==> config.mk <==
export PLATFORM = sky130hd
export DESIGN_NAME = top2_arbiter
export DESIGN_NICKNAME = d
export VERILOG_FILES = /design/src/rtl/top2_arbiter.sv
export SDC_FILE = /design/constraint.sdc
export NUM_CORES = 1
export LEC_CHECK = 0
export CAP_MARGIN = 20
export CORE_UTILIZATION = 47
export DETAILED_ROUTE_END_ITERATION = 8
export PLACE_DENSITY = 0.86
export SLEW_MARGIN = 20
export SYNTH_ARGS = -nofsm -noshare
export SYNTH_HDL_FRONTEND = slang
export SYNTH_SLANG_ARGS = --single-unit
==> constraint.sdc <==
create_clock -name clk -period 4.4 [get_ports clk]
set_clock_uncertainty 0.2 [all_clocks]
set_input_delay 1.1 -clock clk [delete_from_list [all_inputs] [get_ports clk]]
set_output_delay 1.1 -clock clk [all_outputs]
set_load 0.1 [all_outputs]
==> src/rtl/top2_arbiter.sv <==
// Round-robin arbiter sharing one largest/second-largest tracker across NUM_REQ sample bursts.
// Grant takes 1 cycle, one beat per cycle in RUN, result is held until res_ready. Macro TOP2_DISTINCT_EN keeps second strictly below largest.
module top2_arbiter #(
    parameter int DATA_WIDTH = 32,
    parameter int NUM_REQ    = 4,
    parameter int CNT_WIDTH  = 16
) (
    input  logic                          clk,
    input  logic                          reset,
    input  logic [NUM_REQ-1:0]            req_valid,
    input  logic [NUM_REQ*DATA_WIDTH-1:0] req_data,
    input  logic [NUM_REQ-1:0]            req_last,
    output logic [NUM_REQ-1:0]            req_ready,
    output logic                          res_valid,
    input  logic                          res_ready,
    output logic [$clog2(NUM_REQ)-1:0]    res_id,
    output logic [DATA_WIDTH-1:0]         res_largest,
    output logic [DATA_WIDTH-1:0]         res_second,
    output logic [CNT_WIDTH-1:0]          res_count,
    output logic                          busy
);

    localparam int ID_W = $clog2(NUM_REQ);
    localparam int SW   = ID_W + 1;

    typedef enum logic [1:0] {
        S_IDLE,
        S_RUN,
        S_RESULT
    } state_t;

    state_t                r_state;
    state_t                w_state_nxt;
    logic [ID_W-1:0]       r_grant;
    logic [ID_W-1:0]       r_last_grant;
    logic [DATA_WIDTH-1:0] r_largest;
    logic [DATA_WIDTH-1:0] r_second;
    logic [CNT_WIDTH-1:0]  r_count;

    logic [ID_W-1:0]       w_pick;
    logic                  w_any;
    logic [SW-1:0]         w_sum;
    logic [DATA_WIDTH-1:0] w_lane [NUM_REQ];
    logic [DATA_WIDTH-1:0] w_d;
    logic                  w_beat;
    logic                  w_take2;

    always_comb begin
        for (int i = 0; i < NUM_REQ; i++) begin
            w_lane[i] = req_data[i*DATA_WIDTH +: DATA_WIDTH];
        end
    end

    // Scan from farthest to nearest candidate so the nearest one after last_grant wins.
    always_comb begin
        w_pick = r_last_grant;
        w_any  = 1'b0;
        w_sum  = '0;
        for (int k = NUM_REQ; k >= 1; k--) begin
            w_sum = {1'b0, r_last_grant} + SW'(k);
            if (w_sum >= SW'(NUM_REQ)) begin
                w_sum = w_sum - SW'(NUM_REQ);
            end
            if (req_valid[w_sum[ID_W-1:0]]) begin
                w_pick = w_sum[ID_W-1:0];
                w_any  = 1'b1;
            end
        end
    end

    assign w_d    = w_lane[r_grant];
    assign w_beat = (r_state == S_RUN) && req_valid[r_grant];

`ifdef TOP2_DISTINCT_EN
    assign w_take2 = (w_d > r_second) && (w_d != r_largest);
`else
    assign w_take2 = (w_d > r_second);
`endif

    always_comb begin
        w_state_nxt = r_state;
        req_ready   = '0;
        res_valid   = 1'b0;
        busy        = 1'b1;
        case (r_state)
            S_IDLE: begin
                busy = 1'b0;
                if (w_any) begin
                    w_state_nxt = S_RUN;
                end
            end
            S_RUN: begin
                req_ready[r_grant] = 1'b1;
                if (w_beat && req_last[r_grant]) begin
                    w_state_nxt = S_RESULT;
                end
            end
            S_RESULT: begin
                res_valid = 1'b1;
                if (res_ready) begin
                    w_state_nxt = S_IDLE;
                end
            end
            default: begin
                w_state_nxt = S_IDLE;
            end
        endcase
    end

    always_ff @(posedge clk or posedge reset) begin
        if (reset) begin
            r_state <= S_IDLE;
        end else begin
            r_state <= w_state_nxt;
        end
    end

    always_ff @(posedge clk or posedge reset) begin
        if (reset) begin
            r_grant      <= '0;
            r_last_grant <= ID_W'(NUM_REQ - 1);
            r_largest    <= '0;
            r_second     <= '0;
            r_count      <= '0;
        end else if ((r_state == S_IDLE) && w_any) begin
            r_grant      <= w_pick;
            r_last_grant <= w_pick;
            r_largest    <= '0;
            r_second     <= '0;
            r_count      <= '0;
        end else if (w_beat) begin
            if (w_d > r_largest) begin
                r_second  <= r_largest;
                r_largest <= w_d;
            end else if (w_take2) begin
                r_second <= w_d;
            end
            // Count pins at all-ones once saturated.
            if (r_count != '1) begin
                r_count <= r_count + 1'b1;
            end
        end
    end

    assign res_id      = r_grant;
    assign res_largest = r_largest;
    assign res_second  = r_second;
    assign res_count   = r_count;

endmodule

==> impl_metrics.json, run 1 <==
{
  "critPathLaunchType": "input pin",
  "ys_seq_area_frac": 0.3234,
  "grt.met1_usage": 0.3161,
  "antenna_found_initial": 0,
  "io_pins": 227,
  "worst_pin_slew_ns": 1.027,
  "grt_max_degree": 52,
  "cts-root-buf": "clkbuf_16",
  "wl_per_cell_um": 16.77,
  "finalSetupViolCount": 0,
  "async_reset_ff_frac": 1.000,
  "p_leak_uw": 0.004297,
  "crit_slowest_cell": "mux4_2",
  "tritoncts": "done",
  "final_area_mm2": 0.009861,
  "die_width_um": 121.1,
  "syn_inst": 675,
  "fp-row-count": 43,
  "power_uw": 8232,
  "nets": 1139,
  "viasPerCell": 5.406,
  "syn_avg_cell_area_um2": 9.869,
  "start_util": 0.4818,
  "synth_ff_type": "dfrtp_1",
  "overflow": 0,
  "fin_crit_sh": 0.9792,
  "crit_chain": "clkdlybuf4s50_1 -> mux4_2 -> ha_1 -> nand4_1 -> nor4_2 -> a2111oi_1 -> buf_4 -> a21oi_2 -> o21ai_4 -> o211ai_4 -> buf_12 -> mux2_1",
  "detail-route-antenna-nets": 0,
  "die_h_um": 121.1,
  "required_ns": 4.43,
  "reg2reg_to": "res_second[23]$_DFFE_PP0P_",
  "synth-seq-cells": 86,
  "period_minus_slack_ns": 4.308,
  "n_antenna_cell": 0,
  "worstRegToRegCells": 12,
  "cts_max_path_buffers": 2,
  "syn_to_final_growth_pct": 48.03,
  "ir_drop_mv": 0.6660,
  "clk_latency_ns": 0.35,
  "dp_hpwl_mm": 14.59,
  "drtIter0Drc": 278,
  "ys_warn_count": 0,
  "die_area_mm2": 0.01465,
  "hp-class": "reg2reg",
  "max-slew-margin-rel": 0.3130,
  "critPathMaxStageDelay_ns": 0.48,
  "drv_cap": 0,
  "hold_violations": 0,
  "max_freq_ghz": 0.2321,
  "firstDrtPassIters": 4,
  "coreArea_mm2": 0.01383,
  "finalSetupTns_ns": 0,
  "final_layout_size_suffix_gt1_frac": 0.1660,
  "synth_edf_count": 0,
  "status": "complete, no violations",
  "clkSinkCount": 86,
  "grt_pass1_wl_mm": 30.22,
  "synth_nets": 879,
  "critPathKind": "in2reg",
  "drcViolationCount": 0,
  "startpoint": "req_data[119]",
  "timing.rr.start": "res_id[0]$_DFFE_PP0P_",
  "portBuffers": 226,
  "p_per_area_mw_per_mm2": 834.9,
  "critPathCaptureType": "flop",
  "cp_max_fo": 17,
  "cp.arrival_ns": 4.34,
  "place.gp.congestion": 0.8713,
  "placed_cell_area_mm2": 0.009503,
  "dr_total_vias": 6055,
  "met2_usage": 0.4686,
  "clk_pin_slew_ns": 0.07,
  "critPathCapture": "res_second[23]$_DFFE_PP0P_",
  "grt.busiest_layer": "met2",
  "synth.distinct_cells": 55,
  "syn_area_mm2": 0.006661,
  "met3_usage": 0.05968,
  "grt_pass1_vias": 6136,
  "rrSetupSlack_ns": 0.54,
  "cts_buffers": 9,
  "grt_usage": 0.2658,
  "cts_max_level": 3,
  "wl_mm": 18.78,
  "drv_slew": 0
}
==> registers in the layout (all words and copies together) (netlist names) <==
| register | cells |
|---|---|
| res_second | 32 |
| res_count | 16 |
| r_state | 2 |
| res_largest | 32 |
| r_last_grant | 2 |
| res_id | 2 |
==> synth_stat cells (all sizes together), types with 2 or more instances <==
library cell / instances / area share
nand2: 119 / 0.067
dfrtp: 84 / 0.32
inv: 70 / 0.039
ha: 65 / 0.12
o21ai: 45 / 0.036
mux4: 34 / 0.11
mux2i: 33 / 0.050
mux2: 32 / 0.071
a21oi: 28 / 0.022
nor2: 27 / 0.015
clkbuf: 20 / 0.011
nand4: 16 / 0.015
buf: 11 / 0.012
nand3: 10 / 0.0075
xnor2: 8 / 0.011
a21o: 7 / 0.0079
nor2b: 7 / 0.0066
and3: 5 / 0.0047
xor2: 5 / 0.0066
a31oi: 4 / 0.0060
nor4: 4 / 0.0047
o21a: 4 / 0.0045
a211oi: 3 / 0.0034
and2: 3 / 0.0028
and4: 3 / 0.0039
o211ai: 3 / 0.0054
a2111oi: 2 / 0.0028
a221oi: 2 / 0.0026
dfstp: 2 / 0.0079
nand2b: 2 / 0.0019
nor3: 2 / 0.0015
o31ai: 2 / 0.0023
or3: 2 / 0.0019
==> final cells by class <==
class	instances	area, um2
multi-input combinational	488	4110
inverter	70	264.0
clock inverter	6	110.1
timing repair buffer	280	2765
sequential	86	2157
fill	997	3966
tap	180	225.2
clock buffer	10	229.0
==> logic make-up (layout without fill, tap and decap cells) <==
| family | after synthesis | after routing | synth area share |
|---|---|---|---|
| AND/OR/NAND/NOR | 205 | 205 | 0.1396 |
| AO/OA/AOI/OAI | 106 | 106 | 0.09993 |
| buffers and inverters | 101 | 366 | 0.06236 |
| multiplexers | 99 | 99 | 0.2355 |
| flip-flops | 86 | 86 | 0.3234 |
| adder cells (fa/ha/maj) | 65 | 65 | 0.1221 |
| XOR/XNOR | 13 | 13 | 0.01709 |
==> per-layer routing <==
layer  routed length (um)  vias up
met2                 9522      185
met3                 1093       24
met5                    0        -
met1                 7808     2934
li1                     -     2912
met4                  357        0
==> metrics by stage <==
step / setup WS, ns / utilization / hold WS (ns) / instances
floorplan: 0.06584 / - / 0.2851 / 675
global placement: -0.1611 / 0.6873 / 0.3009 / 1103
detailed placement: -0.2323 / 0.6873 / 0.3208 / 1103
CTS: 0.1421 / 0.7118 / 0.3303 / 1119
global route: -0.03534 / 0.7131 / 0.3553 / 1120
finish: 0.09164 / 0.7131 / 0.3279 / 1120
==> critical path, delay by kind of cell <==
kind,cells,cell delay [ns]
multiplexers,2,0.81
buffers and inverters,3,0.77
AO/OA/AOI/OAI,4,0.68
AND/OR/NAND/NOR,2,0.63
adder cells (fa/ha/maj),1,0.34
==> where the power goes <==
| part | switching (uW) | total, uW | internal (uW) |
|---|---|---|---|
| combinational | 3630 | 6130 | 2500 |
| sequential | 196 | 1220 | 1020 |
| clock | 328 | 882 | 554 |
==> layout by cell type (no fill, tap or decap), drive strengths merged, types with 5 or more instances in the layout <==
master         Yosys  routed
nand4             16      16
xor2               5       5
inv               70      69
xnor2              8       8
mux4              34      34
a21oi             28      28
mux2              32      32
ha                65      65
nor2b              7       7
clkdlybuf4s50      0     220
a21o               7       7
nor2              27      27
clkbuf            20      10
and3               5       5
buf               11      60
o21ai             45      45
nand3             10      10
dfrtp             84      84
mux2i             33      33
nand2            119     119
==> how the worst min path moves through the flow <==
stage | startpoint | end | slack [ns] | cells after the start
finish | r_last_grant[0]$_DFFE_PP1P_ | r_last_grant[0]$_DFFE_PP1P_ | 0.33 | 2
global route | r_last_grant[1]$_DFFE_PP1P_ | r_last_grant[1]$_DFFE_PP1P_ | 0.36 | 1
CTS | r_last_grant[0]$_DFFE_PP1P_ | r_last_grant[0]$_DFFE_PP1P_ | 0.33 | 2
detailed placement | r_last_grant[0]$_DFFE_PP1P_ | r_last_grant[0]$_DFFE_PP1P_ | 0.32 | 2
global placement | r_last_grant[0]$_DFFE_PP1P_ | r_last_grant[0]$_DFFE_PP1P_ | 0.30 | 2
floorplan | r_last_grant[0]$_DFFE_PP1P_ | r_last_grant[0]$_DFFE_PP1P_ | 0.29 | 2
==> repair_timing <==
action | CTS | global route
hold buffers | 0 | 0
endpoints found under the setup margin | 0 | 32
resized for setup | 0 | 2
setup buffers | 0 | 1
No activity file was read; power rests on OpenSTA's default activity.
==> run 2, diff against run 1 <==
Settings changed: CORE_MARGIN set to 2, CORE_UTILIZATION 47 to 50, PLACE_DENSITY 0.86 to 0.91.
Clock period 4.4 ns to 5.4 ns, I/O delays scaled along.
==> run 2 against run 1 <==
Net effect: power fell by 24%; core utilization rose by 0.46 points; combinational power fell by 26%; final cell count fell by 4.1%; clock power fell by 23%.
==> impl_metrics.json, run 2 (same netlist as run 1, synthesis figures left out) <==
{
  "hold_violations": 0,
  "p_clk_frac": 0.107,
  "io_pins": 227,
  "p_per_area_mw_per_mm2": 667.2,
  "final_common_cell": "clkdlybuf4s50_1",
  "cts_buffers": 9,
  "die_area_mm2": 0.01426,
  "critPathKind": "in2reg",
  "antenna_found_initial": 0,
  "fillCellCount": 942,
  "pwr-share-seq": 0.168,
  "firstDrtPassIters": 4,
  "drtIter0Drc": 398,
  "fin_hold_ws_ns": 0.3246,
  "grt_pass1_wl_mm": 30.04,
  "fin_crit_sh": 0.8563,
  "power_switching_uw": 3311,
  "min_path_cells": 1,
  "period_minus_slack_ns": 4.624,
  "p_int_uw": 2980,
  "finalSetupViolCount": 0,
  "fp-row-count": 42,
  "clk_pin_slew_ns": 0.06,
  "ir_drop_mv": 0.3715,
  "drcViolationCount": 0,
  "final_layout_size_suffix_gt1_frac": 0.1169,
  "switching_share": 0.5263,
  "clkSinkCount": 86,
  "worstRegToRegCells": 11,
  "nets": 1097,
  "multi_input_area_mm2": 0.004094,
  "die_h_um": 119.4,
  "tritoncts": "done",
  "worst_pin_slew_ns": 1.033,
  "cp_max_fo": 19,
  "required_ns": 5.43,
  "cts_max_path_buffers": 2,
  "comb_power_share": 0.724,
  "max-slew-margin-rel": 0.3094,
  "dp_hpwl_mm": 14.39,
  "clk_latency_ns": 0.35,
  "grt_usage": 0.2655,
  "layout_common_cells": "clkdlybuf4s50_1, nand2_1, dfrtp_1",
  "place.gp.congestion": 0.8791,
  "cts_max_level": 3,
  "viasPerCell": 5.549,
  "grt_pass1_vias": 6051,
  "seq_area_mm2": 0.002157,
  "drv_slew": 0,
  "cp.arrival_ns": 4.66,
  "p_leak_uw": 0.004051,
  "rsz0062_at_grt": "no",
  "hp-class": "reg2reg",
  "wl_mm": 18.55,
  "die_width_um": 119.4,
  "dr_total_vias": 5960,
  "cts-root-buf": "clkbuf_16",
  "status": "complete, no violations",
  "finalSetupTns_ns": 0,
  "cts_hold_buf": 0,
  "overflow": 0,
  "grt_max_degree": 61,
  "wl_per_cell_um": 17.27,
  "detail-route-antenna-nets": 0,
  "coreArea_mm2": 0.01314,
  "portBuffers": 226,
  "max_freq_ghz": 0.2163,
  "start_util": 0.5070,
  "n_antenna_cell": 0,
  "syn_to_final_growth_pct": 41.55,
  "critPathLaunchType": "input pin",
  "cts_resized": 0,
  "drv_cap": 0,
  "critPathCaptureType": "flop",
  "postCtsSetupBuffers": 0
}
-- run 2: cell count changes in the layout (fill, tap and decap cells not counted), sizes merged --
cell	before	now
clkinvlp	2	1
inv	69	70
buf	60	12
bufinv	3	2
clkinv	2	3
clkdlybuf4s50	220	226
-- run 2: routing by layer --
layer | routed length (um) | vias to the layer above | track usage
li1 | - | 2831 | -
met1 | 7444 | 2907 | 0.3283
met2 | 9540 | 198 | 0.4666
met3 | 1216 | 24 | 0.05268
met4 | 352 | 0 | 0.08529
met5 | 0 | - | 0
-- run 2: power groups by stage --
| stage | sequential [uW] | clock (uW) | combinational [uW] |
|---|---|---|---|
| final | 1060 | 675 | 4560 |
| after global routing | 1090 | 710 | 4880 |
| after CTS | 1060 | 679 | 4570 |
| after detailed placement | 1070 | 0 | 4540 |
| after global placement | 1060 | 0 | 4430 |
| after floorplan | 1960 | 0 | 2590 |
-- run 2: layout make-up --
class | count | share of cell area
multi-input combinational | 488 | 0.4342
tap | 176 | 0.02335
inverter | 70 | 0.02813
clock buffer | 10 | 0.02428
timing repair buffer | 238 | 0.2521
sequential | 86 | 0.2288
clock inverter | 6 | 0.009156
-- run 2: through the flow --
| step | setup slack [ns] | cell area, um2 | cells | total power [uW] | utilization |
|---|---|---|---|---|---|
| 2_1_floorplan | 0.2728 | 6661 | 675 | 4551 | - |
| 3_3_place_gp | 0.4782 | 9112 | 1058 | 5487 | 0.6936 |
| 3_5_place_dp | 0.4220 | 9112 | 1058 | 5612 | 0.6936 |
| 4_1_cts | 0.7813 | 9428 | 1074 | 6309 | 0.7176 |
| 5_1_grt | 0.5612 | 9429 | 1074 | 6680 | 0.7177 |
| 6_report | 0.7760 | 9429 | 1074 | 6291 | 0.7177 |
-- run 2: worst paths after layout --
| path | to | from | slack [ns] |
|---|---|---|---|
| worst max-delay path | res_second[31]$_DFFE_PP0P_ | req_data[123] | 0.78 |
| worst min-delay path | res_second[23]$_DFFE_PP0P_ | res_second[23]$_DFFE_PP0P_ | 0.32 |
| worst max register to register | res_second[31]$_DFFE_PP0P_ | res_id[0]$_DFFE_PP0P_ | 1.04 |
| worst min register to register | res_second[23]$_DFFE_PP0P_ | res_second[23]$_DFFE_PP0P_ | 0.32 |
| max in group asynchronous | r_last_grant[1]$_DFFE_PP1P_ | reset | 2.80 |
| min in group asynchronous | res_second[4]$_DFFE_PP0P_ | reset | 1.30 |
-- run 2: worst max-delay path, stage by stage --
cell             delay, ns
clkdlybuf4s50_1       0.39
mux4_2                0.54
ha_1                  0.34
nand4_1               0.16
nor4_1                0.41
a2111oi_1             0.16
a21oi_2               0.24
o21ai_4               0.10
o211ai_4              0.19
buf_4                 0.39
mux2_1                0.36
==> run 3, diff against run 2 <==
Settings changed: CORE_UTILIZATION 50 to 47, PLACE_DENSITY 0.91 to 0.82.
Clock period 5.4 ns to 5.15 ns, I/O delays scaled along.
==> run 3 against run 2 <==
Net effect: critical path type unchanged; die area grew 6.2%; core utilization decreased by 3.8 points; flip-flop and latch count stayed put; worst setup slack worse by 0.16 ns; sequential power is 5% higher; critical endpoint is now res_second[23]$_DFFE_PP0P_; global-route usage shrank 2.2 points; combinational power increased by 4%; via count fell by 2.3%; sequential share of layout area hardly changed; routed wire length down 2.6%; non-clock buffer count up 1.
==> impl_metrics.json, run 3 (same netlist as run 1, synthesis figures left out) <==
{
  "cp_num_cells": 11,
  "portBuffers": 226,
  "final_area_mm2": 0.009432,
  "critPathLaunchType": "input pin",
  "setup_ws_ns": 0.6147,
  "multi_input_area_mm2": 0.004094,
  "worst_pin_slew_ns": 1.047,
  "wl_per_cell_um": 16.75,
  "firstDrtPassIters": 6,
  "antenna_found_initial": 0,
  "cp_num_buf_inv": 2,
  "p_leak_uw": 0.004044,
  "detail-route-antenna-nets": 0,
  "io_pins": 227,
  "drcViolationCount": 0,
  "dr_total_vias": 5821,
  "clk_pin_slew_ns": 0.07,
  "coreArea_mm2": 0.01388,
  "drtIter0Drc": 313,
  "critPathKind": "in2reg",
  "p_per_area_mw_per_mm2": 689.2,
  "grt_usage": 0.2439,
  "start_util": 0.4799,
  "final_layout_size_suffix_gt1_frac": 0.1190,
  "p_clk_frac": 0.099,
  "comb_power_share": 0.730,
  "power_uw": 6500,
  "layout_common_cells": "clkdlybuf4s50_1, nand2_1, dfrtp_1",
  "clk_latency_ns": 0.35,
  "die_area_mm2": 0.01514,
  "fin_crit_sh": 0.8806,
  "syn_to_final_growth_pct": 41.59,
  "drv_slew": 0,
  "tritoncts": "done",
  "grt_max_degree": 49,
  "place.gp.congestion": 0.8493,
  "status": "complete, no violations",
  "pwr-share-seq": 0.171,
  "cts_buffers": 9,
  "crit_chain": "clkdlybuf4s50_1 -> mux4_2 -> ha_1 -> nand4_1 -> nor4_1 -> a2111oi_1 -> a21oi_2 -> o21ai_4 -> o211ai_4 -> buf_4 -> mux2_1",
  "cts_max_path_buffers": 2,
  "fillCellCount": 1104,
  "critPathCaptureType": "flop",
  "cts_resized": 0,
  "placed_cell_area_mm2": 0.009138,
  "cp.arrival_ns": 4.56,
  "critPathMaxStageDelay_ns": 0.53,
  "place_ws_ns": 0.2801,
  "postCtsSetupBuffers": 0,
  "cts_hold_buf": 0,
  "final_common_cell": "clkdlybuf4s50_1",
  "grt_pass1_vias": 5782,
  "dp_hpwl_mm": 14.32,
  "worstRegToRegCells": 10,
  "min_path_cells": 2,
  "die_width_um": 123.1,
  "die_h_um": 123.1,
  "overflow": 0,
  "wl_mm": 18.07,
  "nets": 1098,
  "fin_hold_ws_ns": 0.3286,
  "hold_violations": 0,
  "max_freq_ghz": 0.2205,
  "finalSetupViolCount": 0,
  "viasPerCell": 5.395,
  "hp-class": "reg2reg",
  "cts_max_level": 3,
  "cp_max_fo": 19,
  "cts-root-buf": "clkbuf_16",
  "ir_drop_mv": 0.4550,
  "crit_slowest_cell": "mux4_2",
  "fp-row-count": 43,
  "clkSinkCount": 86,
  "crit_family": "multiplexers",
  "finalSetupTns_ns": 0,
  "seq_area_mm2": 0.002157,
  "grt_pass1_wl_mm": 28.67,
  "max-slew-margin-rel": 0.2998,
  "drv_cap": 0,
  "switching_share": 0.5289,
  "power_switching_uw": 3438,
  "required_ns": 5.18,
  "rsz0062_at_grt": "no",
  "p_int_uw": 3062,
  "n_antenna_cell": 0,
  "period_minus_slack_ns": 4.535
}
run 3: tightest hold or removal path, cell delays in order, from the launching register on:
cell	delay, ns
dfstp_2	0.38
o21ai_0	0.07
o21ai_0	0.08
run 3: layout make-up:
cell class	count	area share
flip-flops and latches	86	0.2287
clock inverters	5	0.004378
multi-input cells	488	0.4341
repair buffers	239	0.2542
inverters	70	0.02799
well taps	180	0.02388
clock buffers	11	0.02680
run 3: through the flow:
stage / utilization / cells
2_1_floorplan: - / 675
3_3_place_gp: 0.6568 / 1062
3_5_place_dp: 0.6583 / 1063
4_1_cts: 0.6795 / 1079
5_1_grt: 0.6795 / 1079
6_report: 0.6795 / 1079
run 3: layer usage:
metal  routed length, um  global-route usage  part of all wire  up-vias
met5                   0                   0                 0        -
met4                 229             0.07528             0.013        0
li1                    -                   -                 -     2835
met2                9155              0.4258              0.51      183
met3                1216             0.04843             0.067       19
met1                7473              0.3046              0.41     2784
run 3: final timing paths:
path | from | endpoint | slack (ns)
worst min-delay path | r_last_grant[0]$_DFFE_PP1P_ | r_last_grant[0]$_DFFE_PP1P_ | 0.33
worst max register to register | res_id[0]$_DFFE_PP0P_ | res_second[23]$_DFFE_PP0P_ | 0.90
min in group asynchronous | reset | res_count[8]$_DFFE_PP0P_ | 1.11
worst min register to register | r_last_grant[0]$_DFFE_PP1P_ | r_last_grant[0]$_DFFE_PP1P_ | 0.33
max in group asynchronous | reset | res_largest[21]$_DFFE_PP0P_ | 2.68
worst max-delay path | req_data[123] | res_second[23]$_DFFE_PP0P_ | 0.61
run 3: power by group through the flow:
| stage | combinational, uW | sequential, uW | clock [uW] |
|---|---|---|---|
| after floorplan | 2710 | 2060 | 0 |
| after global routing | 5110 | 1150 | 685 |
| after detailed placement | 4760 | 1130 | 0 |
| after CTS | 4770 | 1120 | 659 |
| final | 4740 | 1110 | 645 |
| after global placement | 4650 | 1120 | 0 |
